## config.mk

```make
export PLATFORM = sky130hd
export DESIGN_NAME = mem_access
export DESIGN_NICKNAME = d
export VERILOG_FILES = /design/src/rtl/mem_access.sv
export SDC_FILE = /design/constraint.sdc
export NUM_CORES = 1
export LEC_CHECK = 0
export BUFFER_PORTS_ARGS = -buffer_cell sky130_fd_sc_hd__buf_2
export CORE_MARGIN = 3
export CORE_UTILIZATION = 39
export CTS_BUF_LIST = sky130_fd_sc_hd__clkbuf_4 sky130_fd_sc_hd__clkbuf_8 sky130_fd_sc_hd__clkbuf_16
export CTS_CLUSTER_DIAMETER = 30
export DETAILED_ROUTE_END_ITERATION = 7
export HOLD_SLACK_MARGIN = 0.03
export PLACE_DENSITY = 0.75
export SKIP_LAST_GASP = 1
export SYNTH_ARGS = -nofsm -noshare
export SYNTH_HDL_FRONTEND = slang
export SYNTH_SLANG_ARGS = --single-unit
export TNS_END_PERCENT = 10
```

## constraint.sdc

```tcl
create_clock -name clk -period 3.1 [get_ports clk]
set_clock_uncertainty 0.1 [all_clocks]
set_input_delay 0.62 -clock clk [delete_from_list [all_inputs] [get_ports clk]]
set_output_delay 0.62 -clock clk [all_outputs]
set_load 0.02 [all_outputs]
```

## src/rtl/mem_access.sv

```systemverilog
// MEM pipeline stage: ALU results pass straight through, loads and stores are
// serialised over an 8-bit RAM port while the rest of the pipeline is stalled.
module mem_access #(
   parameter int MEM_ADDR_W = 32,
   parameter int REG_W      = 32,
   parameter int REG_ADDR_W = 5
) (
   input  logic                  clk,
   input  logic                  rst,
   input  logic [REG_W-1:0]      ex_rd_data,
   input  logic [REG_ADDR_W-1:0] ex_rd_addr,
   input  logic                  ex_rd_enable,
   input  logic                  ex_mem_load,
   input  logic                  ex_mem_store,
   input  logic [2:0]            ex_mem_funct3,
   input  logic [MEM_ADDR_W-1:0] ex_mem_addr,
   input  logic [REG_W-1:0]      ex_store_data,
   input  logic [7:0]            mem_din,
   output logic [7:0]            mem_dout,
   output logic [MEM_ADDR_W-1:0] mem_a,
   output logic                  mem_wr,
   output logic [REG_W-1:0]      mem_rd_data,
   output logic [REG_ADDR_W-1:0] mem_rd_addr,
   output logic                  mem_rd_enable,
   output logic                  stall_req
);

   typedef enum logic [1:0] {
      S_IDLE  = 2'd0,
      S_LOAD  = 2'd1,
      S_STORE = 2'd2,
      S_DONE  = 2'd3
   } state_t;

   state_t                r_state;
   logic [1:0]            r_cnt;
   logic [23:0]           r_buf;

   logic                  w_access;
   logic [1:0]            w_last_idx;
   logic [1:0]            w_idx;
   logic [MEM_ADDR_W-1:0] w_byte_addr;
   logic [7:0]            w_store_byte;
   logic [REG_W-1:0]      w_load_result;

   assign w_access    = ex_mem_load | ex_mem_store;
   assign w_last_idx  = ex_mem_funct3[1] ? 2'd3 : (ex_mem_funct3[0] ? 2'd1 : 2'd0);
   // The first byte is addressed from IDLE, so r_cnt only matters once the FSM has left it.
   assign w_idx       = (r_state == S_IDLE) ? 2'd0 : r_cnt;
   assign w_byte_addr = ex_mem_addr + {{(MEM_ADDR_W-2){1'b0}}, w_idx};

   always_comb begin
      w_store_byte = 8'h00;
      case (w_idx)
         2'd0:    w_store_byte = ex_store_data[7:0];
         2'd1:    w_store_byte = ex_store_data[15:8];
         2'd2:    w_store_byte = ex_store_data[23:16];
         2'd3:    w_store_byte = ex_store_data[31:24];
         default: w_store_byte = 8'h00;
      endcase
   end

   // The last byte is still on mem_din in DONE; earlier ones sit in r_buf.
   always_comb begin
      w_load_result = 32'h0000_0000;
      case (ex_mem_funct3[1:0])
         2'b00:   w_load_result = {{24{mem_din[7] & ~ex_mem_funct3[2]}}, mem_din};
         2'b01:   w_load_result = {{16{mem_din[7] & ~ex_mem_funct3[2]}}, mem_din, r_buf[7:0]};
         default: w_load_result = {mem_din, r_buf};
      endcase
   end

   always_ff @(posedge clk) begin
      if (rst) begin
         r_state <= S_IDLE;
         r_cnt   <= 2'd0;
         r_buf   <= 24'h00_0000;
      end else begin
         case (r_state)
            S_IDLE: begin
               if (w_access) begin
                  r_cnt <= 2'd1;
                  if (w_last_idx == 2'd0) begin
                     r_state <= S_DONE;
                  end else if (ex_mem_load) begin
                     r_state <= S_LOAD;
                  end else begin
                     r_state <= S_STORE;
                  end
               end else begin
                  r_cnt <= 2'd0;
               end
            end
            S_LOAD: begin
               case (r_cnt)
                  2'd1:    r_buf[7:0]   <= mem_din;
                  2'd2:    r_buf[15:8]  <= mem_din;
                  2'd3:    r_buf[23:16] <= mem_din;
                  default: r_buf        <= r_buf;
               endcase
               if (r_cnt == w_last_idx) begin
                  r_state <= S_DONE;
               end else begin
                  r_cnt <= r_cnt + 2'd1;
               end
            end
            S_STORE: begin
               if (r_cnt == w_last_idx) begin
                  r_state <= S_DONE;
               end else begin
                  r_cnt <= r_cnt + 2'd1;
               end
            end
            S_DONE: begin
               r_state <= S_IDLE;
               r_cnt   <= 2'd0;
            end
            default: begin
               r_state <= S_IDLE;
               r_cnt   <= 2'd0;
            end
         endcase
      end
   end

   // Outputs are forced low while reset is held, whatever state was active.
   always_comb begin
      mem_dout      = 8'h00;
      mem_a         = {MEM_ADDR_W{1'b0}};
      mem_wr        = 1'b0;
      mem_rd_data   = {REG_W{1'b0}};
      mem_rd_addr   = {REG_ADDR_W{1'b0}};
      mem_rd_enable = 1'b0;
      stall_req     = 1'b0;
      if (!rst) begin
         case (r_state)
            S_IDLE: begin
               if (w_access) begin
                  mem_a     = w_byte_addr;
                  stall_req = 1'b1;
                  if (!ex_mem_load) begin
                     mem_wr   = 1'b1;
                     mem_dout = w_store_byte;
                  end else begin
                     mem_wr   = 1'b0;
                  end
               end else begin
                  mem_rd_data   = ex_rd_data;
                  mem_rd_addr   = ex_rd_addr;
                  mem_rd_enable = ex_rd_enable;
               end
            end
            S_LOAD: begin
               mem_a     = w_byte_addr;
               stall_req = 1'b1;
            end
            S_STORE: begin
               mem_a     = w_byte_addr;
               mem_wr    = 1'b1;
               mem_dout  = w_store_byte;
               stall_req = 1'b1;
            end
            S_DONE: begin
               if (ex_mem_load) begin
                  mem_rd_data   = w_load_result;
                  mem_rd_addr   = ex_rd_addr;
                  mem_rd_enable = ex_rd_enable;
               end else begin
                  mem_rd_enable = 1'b0;
               end
            end
            default: begin
               stall_req = 1'b0;
            end
         endcase
      end else begin
         stall_req = 1'b0;
      end
   end

endmodule
```

# ---- Word level (Yosys, flattened, before mapping)
# Cells that the tools add are included.
dict set report word_totals {
  register_bits 28
  elab_cells 72
  latch_bits 0
  memories 0
  input_bits 117
  ramBits 0
  mem_bits_ro 0
  out_inout_bits 80
}
dict set report classes {
  shift 0
  div 0
  magnitude_cmp 0
  add_sub_neg 2
  n_eq_ne 14
  n_bitwise 3
  n_reduce_logical 9
  n_mul 0
  mux 39
}
# cell n
set ops {}
lappend ops {{32-bit case mux with 2 select lines} 3}
lappend ops {{32-bit 2-to-1 mux} 5}
lappend ops {{32-bit by 2-bit adder with 32-bit output} 1}
lappend ops {{8-bit case mux with 4 select lines} 1}
lappend ops {{8-bit 2-to-1 mux} 3}
lappend ops {{8-bit case mux with 2 select lines} 1}
lappend ops {{5-bit 2-to-1 mux} 3}
lappend ops {{2-bit 2-to-1 mux} 7}
lappend ops {{2-bit == test (second input constant)} 6}
lappend ops {{2-bit case mux with 3 select lines} 2}
lappend ops {{1-bit 2-to-1 mux} 10}
lappend ops {{5-bit case mux with 2 select lines} 1}
lappend ops {{2-bit by 1-bit == test with 1-bit output (second input constant)} 4}
lappend ops {{2-bit zero test} 4}
lappend ops {{2-bit AND reduction} 4}
lappend ops {{1-bit case mux with 2 select lines} 3}
lappend ops {{2-bit inequality test (second input constant)} 2}
lappend ops {{2-bit by 1-bit adder with 2-bit output (second input constant)} 1}
lappend ops {{2-bit == test} 1}
lappend ops {{2-bit by 1-bit inequality test with 1-bit output (second input constant)} 1}
lappend ops {{2-bit OR reduction} 1}
lappend ops {{1-bit AND} 1}
lappend ops {{1-bit NOT} 1}
lappend ops {{1-bit bitwise OR} 1}

# ---- Depth between registers and ports, before layout
dict set report depth {
  word_depth 8
  depth_mapped 12
  mapped_depth_nobuf 10
}

# ---- Least setup slack after synthesis
# OpenSTA, ideal clock, no wires.
dict set report synth_timing {
  path_type {register -> output}
  start {register r_state[0]}
  end {output mem_a[12]}
  t_required_ps 2380
  stages_incl_launch_ff 13
  n_path_buf 2
  t_arrival_ps 2471
  path_slack_ps -91
  cell_sequence {dfxtp_1 inv_1 ha_1 clkbuf_1 clkbuf_1 nor2_1 ha_1 ha_1 inv_1 a211oi_1 nand4_1 xor2_1 nor2_1}
}
dict set report synth_via {
  elab_chain_len 6
  elab_cells_between_ends 9
  cone_classes {1 x add/sub; 2 x eq/ne; 4 x mux; 2 x reduce/logical}
}
# item line_no
set synth_rtl {}
lappend synth_rtl {{from (decl)} 35} ;# state_t r_state;
lappend synth_rtl {{from (signal assigned)} 75} ;# r_state <= S_IDLE;
lappend synth_rtl {{from (signal assigned)} 84} ;# r_state <= S_DONE;
lappend synth_rtl {{from (signal assigned)} 86} ;# r_state <= S_LOAD;
lappend synth_rtl {{2-bit zero test} {49, 136}}
lappend synth_rtl {{2-bit 2-to-1 mux} 49} ;# assign w_idx = (r_state == S_IDLE) ? 2'd0 : r_cnt;
lappend synth_rtl {{32-bit by 2-bit adder with 32-bit output} 50} ;# assign w_byte_addr = ex_mem_addr + {{(MEM_ADDR_W-2){1'b0}}, w_idx};
lappend synth_rtl {{32-bit 2-to-1 mux} 138} ;# if (w_access) begin
lappend synth_rtl {{32-bit case mux with 2 select lines (*)} 136} ;# case (r_state)
lappend synth_rtl {{32-bit 2-to-1 mux (*)} 135} ;# if (!rst) begin
lappend synth_rtl {{to (decl)} 20} ;# output logic [MEM_ADDR_W-1:0] mem_a,
# Every way passes the cells marked *; elsewhere a longest branch is shown, timed or not.

# ---- Worst setup path after layout
dict set report layout_timing {
  start {register r_state[1]}
  end {output mem_a[16]}
}
# Same word-level chain as after synthesis.

==> key figures <==
Run status
  • Outcome: finished, final reports clean

Clock tree
  • CTS Buffer Depth: 2
  • Root Buffer: clkbuf_8
  • CTS tree: yes
  • Clk_lat worst skew: about 280 ps
  • CTS clk-pin slew, worst paths: 100 ps
  • Post-CTS Hold Buffers: 0
  • TritonCTS Sinks: 28
  • H-tree depth: 1
  • Num CTS Buffers: 3

Setup path
  • Worst R2R Path Depth: 6
  • CP max stage cell: dfxtp_4
  • Worst R2R End: r_buf[5]$_SDFFE_PP0P_
  • Worst Path Max Fanout: 5
  • CP startpoint kind: register
  • CP Cell Sequence: inv_4 > ha_4 > nor2b_4 > xor2_1 > ha_2 > inv_2 > a211oi_4 > buf_6 > nand3_2 > xor2_1 > nor2_1 > buf_4
  • Critical Path AT: 2320 ps
  • Worst path top cell family by delay: flip-flops
  • Crit. End Element: primary output
  • Critical Path RT: approximately 2400 ps
  • R2R Setup Slk: 1160 ps
  • RR Startpoint: r_state[1]$_SDFFE_PP0P_
  • Max incr delay on CP: 400 ps
  • CP Class: reg -> out
  • Sum of buffers and inverters on the critical path: 4
  • CP dominant cell by count: xor2_1

GRT
  • Largest net degree at the start of global routing: 33
  • GR Util met2: a little over two fifths
  • First-pass GRT wire length: 17300 um
  • GRT busiest layer: met2
  • Via count of the first global-routing pass: 3755
  • Total Routing Usage GR: between 20% and 30%
  • Met1 usage: slightly below 30%
  • Grt met3 use: 2.55%
  • Initial antenna violation count: 0
  • Aggregate global routing overflow: 0

Synthesis
  • Post-Synthesis Net Count: 615
  • Netlist cell types: 44
  • Mapped Cells: 488
  • Flops & latches, synth: 28
  • Post-Syn Area per Cell: 6.27 um^2
  • Sequential-to-total area share from yosys stat: 18.3%
  • Primary FF master, synth: dfxtp_1
  • Synth async-reset ratio: 0%
  • Synth Cell Area: between 3000 and 4000 um^2
  • Post-synth EDFFs: 0
  • Syn. warnings: 0

Layout
  • Fillers: roughly 740
  • Layout Cells excl Fill: 774
  • ANT cells: 0
  • P&R area growth vs syn: 40.9%
  • Nets@finish: roughly 800
  • Share of layout cells above drive strength 1: 37.5%

Floorplan
  • Initial Util: between 40% and 50%
  • IO Count: 197
  • Die area: roughly 8900 um^2
  • Row count: 31
  • Core area: roughly 7400 um^2
  • Die W: 94.6 um
  • Die Y: 94.6 um

Power and ir drop
  • Power density over the cells: 520 nW/um^2
  • Sw Ratio: 52.7%
  • Pleak: 1.98 nW
  • Comb power frac: 71.7%
  • Switching power: around 0.0012 W
  • Total power: 0.00224 W
  • Flop pwr share: 19.0%
  • Clock power share: 9.3%
  • Int Pwr: around 0.0011 W
  • Maximum vdd ir drop: around 0.24 mV

Timing
  • Final hold vios: 0
  • Unrepaired setup endpoints after global routing: yes
  • Final-report max-slew violation count: 0
  • Endpoints failing setup: 0
  • Tightest Pin Transition: slightly below 700 ps
  • Worst rel slew slack: 54.1%
  • Final TNS setup: 0 ps
  • Fmax: roughly 330 MHz
  • Setup ws final: 59.3 ps
  • Min Tclk post-route: 3040 ps
  • Final period utilization: a little over nine tenths

Detailed routing
  • Via count: 4186
  • Pre-Repair DR Iteration Count: 6
  • Final ANT Viol Nets: 0
  • Post-route DRC: 0
  • WL per Instance: 14.6 um
  • Vias per cell: between 5 and 6
  • Final wirelength: 11300 um
  • DRT iter0 DRCs: 177

Worst hold path
  • Hold depth: 2
  • Hold Crit Endpoint: r_buf[16]$_SDFFE_PP0P_
  • Hold Crit Class: reg -> reg
  • Min-delay src: r_buf[16]$_SDFFE_PP0P_

Placement
  • Port Buffer Count: 196
  • Final HPWL DP: 8760 um
  • GPL Wtd Cong: just under 0.9
  • Worst slack at placement: about 31 ps
  • Placed cell count: 767

Flow run
  • Max-cap viol count: 0
==> cell usage in the layout, fill, tap and decap left out, types with 2 or more instances in the layout <==
cell type,n
nand4_1,12
a21oi_1,91
nand2_1,81
xor2_1,24
nor2_1,61
inv_1,7
buf_2,192
ha_2,2
clkbuf_8,3
nand2b_1,2
nor3_1,5
dfxtp_1,26
o21bai_1,7
o21ai_0,22
buf_4,24
buf_6,2
nand3_2,3
nand3_1,37
ha_1,7
or2_2,2
xnor2_1,3
and2_1,10
o221a_2,8
inv_2,3
and3_2,2
or3_1,3
mux2i_1,9
==> cell usage after synthesis (all sizes together) (7+ instances only) <==
cell type	instances	area share [%]
o221a	8	2.9
buf	8	1.2
nand2	81	9.9
nand4	13	3.1
mux2i	9	2.9
clkbuf	26	3.2
o21bai	7	1.7
ha	10	4.1
a21oi	91	15
inv	11	1.3
xor2	24	6.9
and2	10	2.0
nor2	62	7.6
dfxtp	28	18
o21ai	22	3.6
nand3	40	6.9
==> tightest hold or removal path: cells and delay by family (launching register included) <==
kind / cells / cell delay (ps)
AND/OR/NAND/NOR: 1 / 50
AO/OA/AOI/OAI: 1 / 50
flip-flops: 1 / 320
==> cells by family after synthesis <==
logic type,synth area share [%]
XOR/XNOR,7.72
multiplexers,2.94
AND/OR/NAND/NOR,34.9
buffers and inverters,5.72
adder cells (fa/ha/maj),4.41
flip-flops,18.3
AO/OA/AOI/OAI,26.0
==> flip-flops by register name, summed over array words and instances (netlist names) <==
register,count
r_cnt,2
r_buf,24
r_state,2
==> worst max-delay path by stage <==
stage | slack, ps | end | startpoint | cells past startpoint
2_1_floorplan | -40 | mem_a[31] | r_state[0]$_SDFFE_PP0P_ | 10
3_3_place_gp | 210 | mem_a[12] | r_state[0]$_SDFFE_PP0P_ | 11
3_5_place_dp | 30 | mem_a[12] | r_state[0]$_SDFFE_PP0P_ | 11
4_1_cts | 5 | mem_a[28] | r_state[1]$_SDFFE_PP0P_ | 11
5_1_grt | -80 | mem_a[14] | r_state[1]$_SDFFE_PP0P_ | 12
6_report | 60 | mem_a[16] | r_state[1]$_SDFFE_PP0P_ | 12
==> metrics by stage <==
| step | area [um^2] | hold slack, ps | util (%) |
|---|---|---|---|
| after global routing | 4310 | 375 | 57.9 |
| final | 4310 | 358 | 57.9 |
| after floorplan | 3070 | 333 | - |
| after global placement | 4180 | 340 | 56.1 |
| after CTS | 4270 | 358 | 57.4 |
| after detailed placement | 4180 | 345 | 56.1 |
==> power groups by stage <==
stage	registers [W]	logic, W	clock network (W)
final	0.000427	0.00161	0.000208
after global routing	0.000430	0.00177	0.000221
after CTS	0.000416	0.00157	0.000208
after detailed placement	0.000426	0.00153	0
after global placement	0.000422	0.00149	0
after floorplan	0.000423	0.00101	0
==> per-layer routing <==
layer / share of wire (%) / up-vias / wire [um]
met5: 0 / - / 0
met4: 2.4 / 0 / 265
met3: 6.9 / 27 / 776
met2: 50 / 182 / 5660
met1: 40 / 1905 / 4560
li1: - / 2072 / -
==> final cells by class <==
class / instances / area [um^2] / share of cell area (%)
Inverter: 11 / 43.8 / 1.02
Clock buffer: 3 / 41.3 / 0.957
Sequential cell: 28 / 566 / 13.1
Tap cell: 99 / 124 / 2.87
Timing Repair Buffer: 218 / 1160 / 27.0
Multi-Input combinational cell: 415 / 2370 / 55.1
==> what timing repair did <==
item / 4_1_cts / 5_1_grt
pin swaps: 3 / 7
endpoints found under the setup margin: 23 / 53
gates resized for setup: 12 / 11
buffers inserted: 3 / 1
(Power assumes the default switching activity.)
